`src/rtl/egpio.sv`:
```
// egpio: emesh-mapped GPIO block with per-pin edge/level interrupt latching.
// Optional feature macro GPIO_IRQ_BOTHEDGE_EN adds register 10 (IBOTH, either-edge latching).
module egpio #(
  parameter int N  = 32,
  parameter int AW = 32,
  parameter int PW = 104
) (
  input  logic          clk,
  input  logic          nreset,
  input  logic          access_in,
  input  logic [PW-1:0] packet_in,
  output logic          wait_out,
  output logic          access_out,
  output logic [PW-1:0] packet_out,
  input  logic          wait_in,
  input  logic [N-1:0]  gpio_in,
  output logic [N-1:0]  gpio_out,
  output logic [N-1:0]  gpio_dir,
  output logic          gpio_irq
);

  localparam int DST_LSB  = 8;
  localparam int DATA_LSB = 8 + AW;
  localparam int SRC_LSB  = 8 + 2 * AW;

  typedef enum logic [3:0] {
    REG_OUT    = 4'd0,
    REG_DIR    = 4'd1,
    REG_IN     = 4'd2,
    REG_OUTSET = 4'd3,
    REG_OUTCLR = 4'd4,
    REG_OUTXOR = 4'd5,
    REG_IMASK  = 4'd6,
    REG_ITYPE  = 4'd7,
    REG_IPOL   = 4'd8,
    REG_ILAT   = 4'd9,
    REG_IBOTH  = 4'd10
  } reg_idx_e;

  logic [N-1:0]  out_q, dir_q, imask_q, itype_q, ipol_q, ilat_q;
  logic [N-1:0]  sync1_q, sync2_q, prev_q;
  logic [2:0]    arm_q;
  logic          irq_q;
`ifdef GPIO_IRQ_BOTHEDGE_EN
  logic [N-1:0]  iboth_q;
`endif

  logic          accept, wr_en, rd_en, edge_armed;
  reg_idx_e      idx;
  logic [N-1:0]  wdata, rise, fall, edge_hit, ilat_clr, ilat_d, rreg;
  logic [AW-1:0] rdata;
  logic [PW-1:0] resp_pkt;
  logic          unused_pkt;

  assign unused_pkt = ^packet_in;

  assign wait_out = access_out & wait_in;
  assign accept   = access_in & ~wait_out;
  assign wr_en    = accept & packet_in[0];
  assign rd_en    = accept & ~packet_in[0];
  assign idx      = reg_idx_e'(packet_in[DST_LSB+3 +: 4]);
  assign wdata    = packet_in[DATA_LSB +: N];

  assign gpio_out = out_q;
  assign gpio_dir = dir_q;
  assign gpio_irq = irq_q;

  always_ff @(posedge clk or negedge nreset) begin
    if (!nreset) begin
      out_q   <= '0;
      dir_q   <= '0;
      imask_q <= '0;
      itype_q <= '0;
      ipol_q  <= '0;
`ifdef GPIO_IRQ_BOTHEDGE_EN
      iboth_q <= '0;
`endif
    end else if (wr_en) begin
      case (idx)
        REG_OUT:    out_q   <= wdata;
        REG_DIR:    dir_q   <= wdata;
        REG_OUTSET: out_q   <= out_q | wdata;
        REG_OUTCLR: out_q   <= out_q & ~wdata;
        REG_OUTXOR: out_q   <= out_q ^ wdata;
        REG_IMASK:  imask_q <= wdata;
        REG_ITYPE:  itype_q <= wdata;
        REG_IPOL:   ipol_q  <= wdata;
`ifdef GPIO_IRQ_BOTHEDGE_EN
        REG_IBOTH:  iboth_q <= wdata;
`endif
        default:    ;
      endcase
    end
  end

  // arm_q delays edge detection until prev_q holds a real pin sample, so a pin
  // already high across reset is not seen as a rising edge.
  always_ff @(posedge clk or negedge nreset) begin
    if (!nreset) begin
      sync1_q <= '0;
      sync2_q <= '0;
      prev_q  <= '0;
      arm_q   <= '0;
    end else begin
      sync1_q <= gpio_in;
      sync2_q <= sync1_q;
      prev_q  <= sync2_q;
      arm_q   <= {arm_q[1:0], 1'b1};
    end
  end

  assign edge_armed = arm_q[2];

  always_comb begin
    rise = sync2_q & ~prev_q;
    fall = ~sync2_q & prev_q;
`ifdef GPIO_IRQ_BOTHEDGE_EN
    edge_hit = (iboth_q & (rise | fall)) |
               (~iboth_q & ((ipol_q & rise) | (~ipol_q & fall)));
`else
    edge_hit = (ipol_q & rise) | (~ipol_q & fall);
`endif
    if (!edge_armed) edge_hit = '0;
    ilat_clr = (wr_en && idx == REG_ILAT) ? wdata : '0;
    // set beats clear for edge bits; level bits track the pin every cycle
    ilat_d = (itype_q & (edge_hit | (ilat_q & ~ilat_clr))) |
             (~itype_q & ~(sync2_q ^ ipol_q));
  end

  always_ff @(posedge clk or negedge nreset) begin
    if (!nreset) begin
      ilat_q <= '0;
      irq_q  <= 1'b0;
    end else begin
      ilat_q <= ilat_d;
      irq_q  <= |(ilat_q & ~imask_q);
    end
  end

  // OUTSET/OUTCLR/OUTXOR are aliases of OUT and read back its value
  always_comb begin
    rreg = '0;
    case (idx)
      REG_OUT, REG_OUTSET, REG_OUTCLR, REG_OUTXOR: rreg = out_q;
      REG_DIR:   rreg = dir_q;
      REG_IN:    rreg = sync2_q;
      REG_IMASK: rreg = imask_q;
      REG_ITYPE: rreg = itype_q;
      REG_IPOL:  rreg = ipol_q;
      REG_ILAT:  rreg = ilat_q;
`ifdef GPIO_IRQ_BOTHEDGE_EN
      REG_IBOTH: rreg = iboth_q;
`endif
      default:   rreg = '0;
    endcase
    rdata = '0;
    rdata[N-1:0] = rreg;
  end

  always_comb begin
    resp_pkt = '0;
    resp_pkt[0]   = 1'b1;
    resp_pkt[2:1] = packet_in[2:1];
    resp_pkt[7:3] = packet_in[7:3];
    resp_pkt[DST_LSB +: AW]  = packet_in[SRC_LSB +: AW];
    resp_pkt[DATA_LSB +: AW] = rdata;
  end

  always_ff @(posedge clk or negedge nreset) begin
    if (!nreset) begin
      access_out <= 1'b0;
      packet_out <= '0;
    end else if (access_out && wait_in) begin
      access_out <= 1'b1;
    end else if (rd_en) begin
      access_out <= 1'b1;
      packet_out <= resp_pkt;
    end else begin
      access_out <= 1'b0;
    end
  end

endmodule

```
`config.mk`:
```
export PLATFORM = sky130hd
export DESIGN_NAME = egpio
export DESIGN_NICKNAME = d
export VERILOG_FILES = /design/src/rtl/egpio.sv
export SDC_FILE = /design/constraint.sdc
export NUM_CORES = 1
export LEC_CHECK = 0
export ABC_AREA = 1
export CORE_ASPECT_RATIO = 1.2
export CORE_UTILIZATION = 40
export DETAILED_ROUTE_END_ITERATION = 10
export GPL_ROUTABILITY_DRIVEN = 0
export MAX_ROUTING_LAYER = met4
export PLACE_DENSITY_LB_ADDON = 0.12
export SYNTH_ARGS = -nofsm -noshare
export SYNTH_HDL_FRONTEND = slang
export SYNTH_SLANG_ARGS = --single-unit
```
`constraint.sdc`:
```
create_clock -name clk -period 2.4 [get_ports clk]
set_clock_uncertainty 0.2 [all_clocks]
set_input_delay 0.24 -clock clk [delete_from_list [all_inputs] [get_ports clk]]
set_output_delay 0.24 -clock clk [all_outputs]
set_load 0.02 [all_outputs]
```
* Yosys cells after proc, flatten, opt, wreduce, memory -nomap -nowiden
Cells that the tools add are included.
** Operators by class
- Equality and inequality tests :: 9
- Multiplexer cells :: 6
- Bitwise logic cells :: 30
- Reduce and logical (&&, ||, !) cells :: 12
** Operators with widths (count)
- $and 32x32->32 :: 9
- $not 32->32 :: 8
- $pmux 32 s7 :: 1
- $or 32x32->32 :: 4
- $pmux 32 s4 :: 1
- $mux 32 :: 2
- $xor 32x32->32 :: 2
- $reduce_or 32->1 :: 1
- $eq 4x3->1 const B :: 4
- $reduce_and 2->1 :: 6
- $eq 4x2->1 const B :: 2
- $eq 4x4->1 const B :: 2
- $and 1x1->1 :: 4
- $eq 4x1->1 const B :: 1
- $logic_not 4->1 :: 1
- $reduce_bool 4->1 :: 1
- $reduce_or 4->1 :: 1
- $not 1->1 :: 3
- $logic_and 1x1->1 :: 2
- $mux 1 :: 2
** Storage, ports and cells
- Register bits after elaboration :: 365
- Bits of input ports :: 140
- Output and inout port bits :: 171
- Word-level logic and storage cells :: 70

* Depth between registers and ports, before layout
- Depth after elaboration :: 11
- Mapped depth :: 10
- Gate-level depth less buffers :: 9

* Worst setup path before layout
OpenSTA, ideal clock, no wires.
- Path type :: register to register
- Start :: register access_out
- End :: register packet_out[70]
- Setup time :: 117 ps
- Arrival time :: 1419 ps
- Path slack :: 664 ps
- Cell stages (with the launch flop) :: 8
- Path buffers :: 1
- Period minus slack after synthesis :: 1736 ps
- Path through :: dfrtp_1 -> nand2_1 -> nand2_1 -> nor2_1 -> inv_2 -> clkbuf_1 -> nand2_1 -> nand2_1
** Between the ends
- Word-level cells in the longest chain between the ends :: 5
- Elaborated cells between the ends (all ways) :: 7
** RTL lines
- from (decl) :: RTL line 13 : output logic access_out,
- from (signal assigned) :: RTL line 171 : access_out <= 1'b0;
- from (signal assigned) :: RTL line 174 : access_out <= 1'b1;
- from (signal assigned) :: RTL line 176 : access_out <= 1'b1;
- $and 1x1->1 :: RTL line 57 : assign wait_out = access_out & wait_in;
- $not 1->1 :: RTL line 58 : assign accept = access_in & ~wait_out;
- $and 1x1->1 :: RTL line 58
- $and 1x1->1 :: RTL line 60 : assign rd_en = accept & ~packet_in[0];
- $reduce_and 2->1 (no source line) (*)
- to (signal assigned) :: RTL line 177 : packet_out <= resp_pkt;
- to (decl) :: RTL line 14 : output logic [PW-1:0] packet_out,
Every way passes the cells marked *; elsewhere a longest branch is shown, timed or not.
A chain may end at the register's enable or synchronous reset.

* Worst setup path after layout
- Start :: register access_out
- End :: output port wait_out
** Between the ends
- Word-level cells in the longest chain between the ends :: 1
** RTL lines
- $and 1x1->1 :: RTL line 57
- to (decl) :: RTL line 12 : output logic wait_out,
Every way passes these cells.

==> impl_metrics.toml <==
[outcome]
status = "complete, no violations"

[sta]
rsz0062_at_grt = "no"
fin_crit_ns = 2.15
worst_pin_slew_ns = 1.01
min_period_over_period_pct = 89.7
max_slew_margin_pct = 32.8
setup_violations = 0
fin_hold_ws_ns = 0.00767
hold_violations = 0
slew_viol_final = 0
fmax_mhz = 465
setup_tns_ns = 0

[yosys]
synth-warning-count = 0
ys_ff_latch = 365
netlist_instances = 2136
ys_seq_area_share_pct = 52.5
yosysUniqueCellTypes = 20
synth_area_per_cell_um2 = 8.14
synth.cell_area_um2 = 17400

[critical_path]
cp.buffers_inverters = 2
cp.arrival_ns = 1.71
timing.reg2reg.setup_slack_ns = 0.36
cp_cell_sequence = "nand2_1, inv_1, clkdlybuf4s50_1"
reg2reg_to = "itype_q[24]$_DFFE_PN0P_"
cp-end-kind = "output port"
critical_path_depth = 3
start_kind = "register"
critical_path_class = "register to output port"
slowest_stage = "clkdlybuf4s50_1"
cpPeakStageDelay_ns = 0.60
reg2reg_from = "access_out$_DFF_PN0_"
cp_data_required_time_ns = 1.96
crit_family = "buffers and inverters"
crit_fanout = 4
worst-r2r-cell-count = 7

[cts]
cts.clk_slew.worst_paths_ns = 0.06
insertion_delay_ns = 0.56
cts_root_buffer = "clkbuf_16"
htreeDepth = 2
cts.repair.resized = 0
cts_hold_buffers = 37
cts_tree = "done"
cts.sinks = 365
cts_inserted_buffers = 40
post_cts_buffers = 0
ctsLongestPathBuffers = 3

[global_routing]
gr-total-overflow = 0
grt_pass1_vias = 15627
grt_usage_pct = 25.9
grt_start_max_net_pins = 66
grt_pass1_wl_um = 86100
antenna_found_initial = 3

[pwr]
p_total_mw = 18.6
peakVddDrop_uv = 735
powerDensity_nw_per_um2 = 819
p_leak_nw = 11.2

[die]
die_w_um = 192
die_y_um = 230
rows = 83
ios = 311
start_util_pct = 40.6
dieArea_um2 = 44300
core-area_um2 = 42800

[detailed_routing]
wirelength_um = 54700
routed_via_density = 5.16
firstDrtPassIters = 5
wire_per_inst_um = 18.1
drt-initial-drc-count = 1054
drc = 0
num_vias = 15548
drtAntennaViolNets = 0

[cells_and_area]
nets = 2634
fillCellCount = 3980
area_growth_pct = 30.7
drive_gt1_share_pct = 6.47

[job]
cap_violations = 0

[placement]
portBuffers = 250
hpwl_um = 36700

[min_path]
holdCritPathClass = "primary input to async pin"
## stage by stage
stage	area, um2	utilization (%)	instances	worst slack (ns)
3_5_place_dp	21000	49.0	2903	-0.0214
3_3_place_gp	21000	49.0	2903	-0.000344
4_1_cts	22700	53.1	3009	0.218
6_report	22700	53.1	3012	0.248
2_1_floorplan	17500	-	2167	0.664
5_1_grt	22700	53.1	3012	0.170
## power breakdown
group / switching (mW) / internal (mW) / total, mW
clock network: 2.59 / 3.95 / 6.54
logic: 2.18 / 1.81 / 3.99
registers: 0.963 / 7.11 / 8.07
total: 5.74 / 12.9 / 18.6
## worst max path at each step
stage / start / to / slack, ns
floorplan: access_out$_DFF_PN0_ / packet_out[70]$_DFFE_PN0P_ / 0.66
global placement: packet_in[14] / gpio_out[15]$_DFFE_PN0P_ / -0.0003
detailed placement: packet_in[13] / gpio_out[3]$_DFFE_PN0P_ / -0.02
CTS: access_out$_DFF_PN0_ / wait_out / 0.22
global route: access_out$_DFF_PN0_ / wait_out / 0.17
finish: access_out$_DFF_PN0_ / wait_out / 0.25
## kinds of logic (layout without fill, tap and decap cells)
logic type | after synthesis | after routing | synth area share, %
buffers and inverters | 309 | 599 | 7.65
other | 2 | 36 | 0.0432
flip-flops | 365 | 365 | 52.5
AND/OR/NAND/NOR | 1156 | 1156 | 27.4
adder cells (fa/ha/maj) | 64 | 64 | 4.61
AO/OA/AOI/OAI | 240 | 240 | 7.72
## state kept, by name, summed over array words and instances (netlist names)
signal and cells:
sync1_q 32, gpio_dir 32, ilat_q 32, prev_q 32
sync2_q 32, itype_q 32, gpio_out 32, gpio_irq 1
arm_q 3, ipol_q 32, packet_out 72, imask_q 32
access_out 1
## synth_stat cells, drive strengths merged
| master | number | area share, % |
|---|---|---|
| o21ai | 192 | 5.5 |
| inv | 171 | 3.7 |
| o22ai | 16 | 0.58 |
| nand3 | 325 | 9.4 |
| conb | 2 | 0.043 |
| clkbuf | 59 | 1.3 |
| or2 | 1 | 0.036 |
| dfrtp | 365 | 53 |
| a211o | 32 | 1.6 |
| buf | 79 | 2.7 |
| nor2 | 85 | 1.9 |
| nand2 | 745 | 16 |
| ha | 64 | 4.6 |
## per-layer routing
metal  up-vias  global-route usage [%]  share of wire [%]
met3       120                    3.82                5.5
met1      7505                    31.9                 42
met2       527                    42.3                 49
met4         0                    10.5                3.8
met5         -                       -                  0
li1       7396                       -                  -
## area by class of cell
| type | count | area, um2 | share of cell area, % |
|---|---|---|---|
| multi-input combinational | 1493 | 7120 | 31.3 |
| clock inverter | 13 | 210 | 0.925 |
| inverter | 171 | 642 | 2.82 |
| timing repair buffer | 359 | 3740 | 16.5 |
| antenna | 3 | 7.51 | 0.0330 |
| sequential | 365 | 9130 | 40.2 |
| clock buffer | 56 | 1170 | 5.16 |
| tap | 552 | 691 | 3.04 |
## layout by cell type (no fill, tap or decap)
master,count
nand2_1,743
dfrtp_1,365
nand3_1,321
clkdlybuf4s50_1,249
inv_1,165
o21ai_0,148
nor2_1,74
ha_1,64
buf_4,46
o21ai_1,44
clkbuf_16,42
dlygate4sd3_1,37
conb_1,33
a211o_1,32
buf_12,26
o22ai_1,16
nor2_4,11
clkbuf_8,7
clkbuf_1,7
inv_2,6
bufinv_16,5
nand3_2,4
clkinv_2,4
diode_2,3
nand2_2,2
clkinvlp_4,2
or2_2,1
clkinv_8,1
clkinv_4,1
buf_8,1
(Power assumes the default switching activity.)
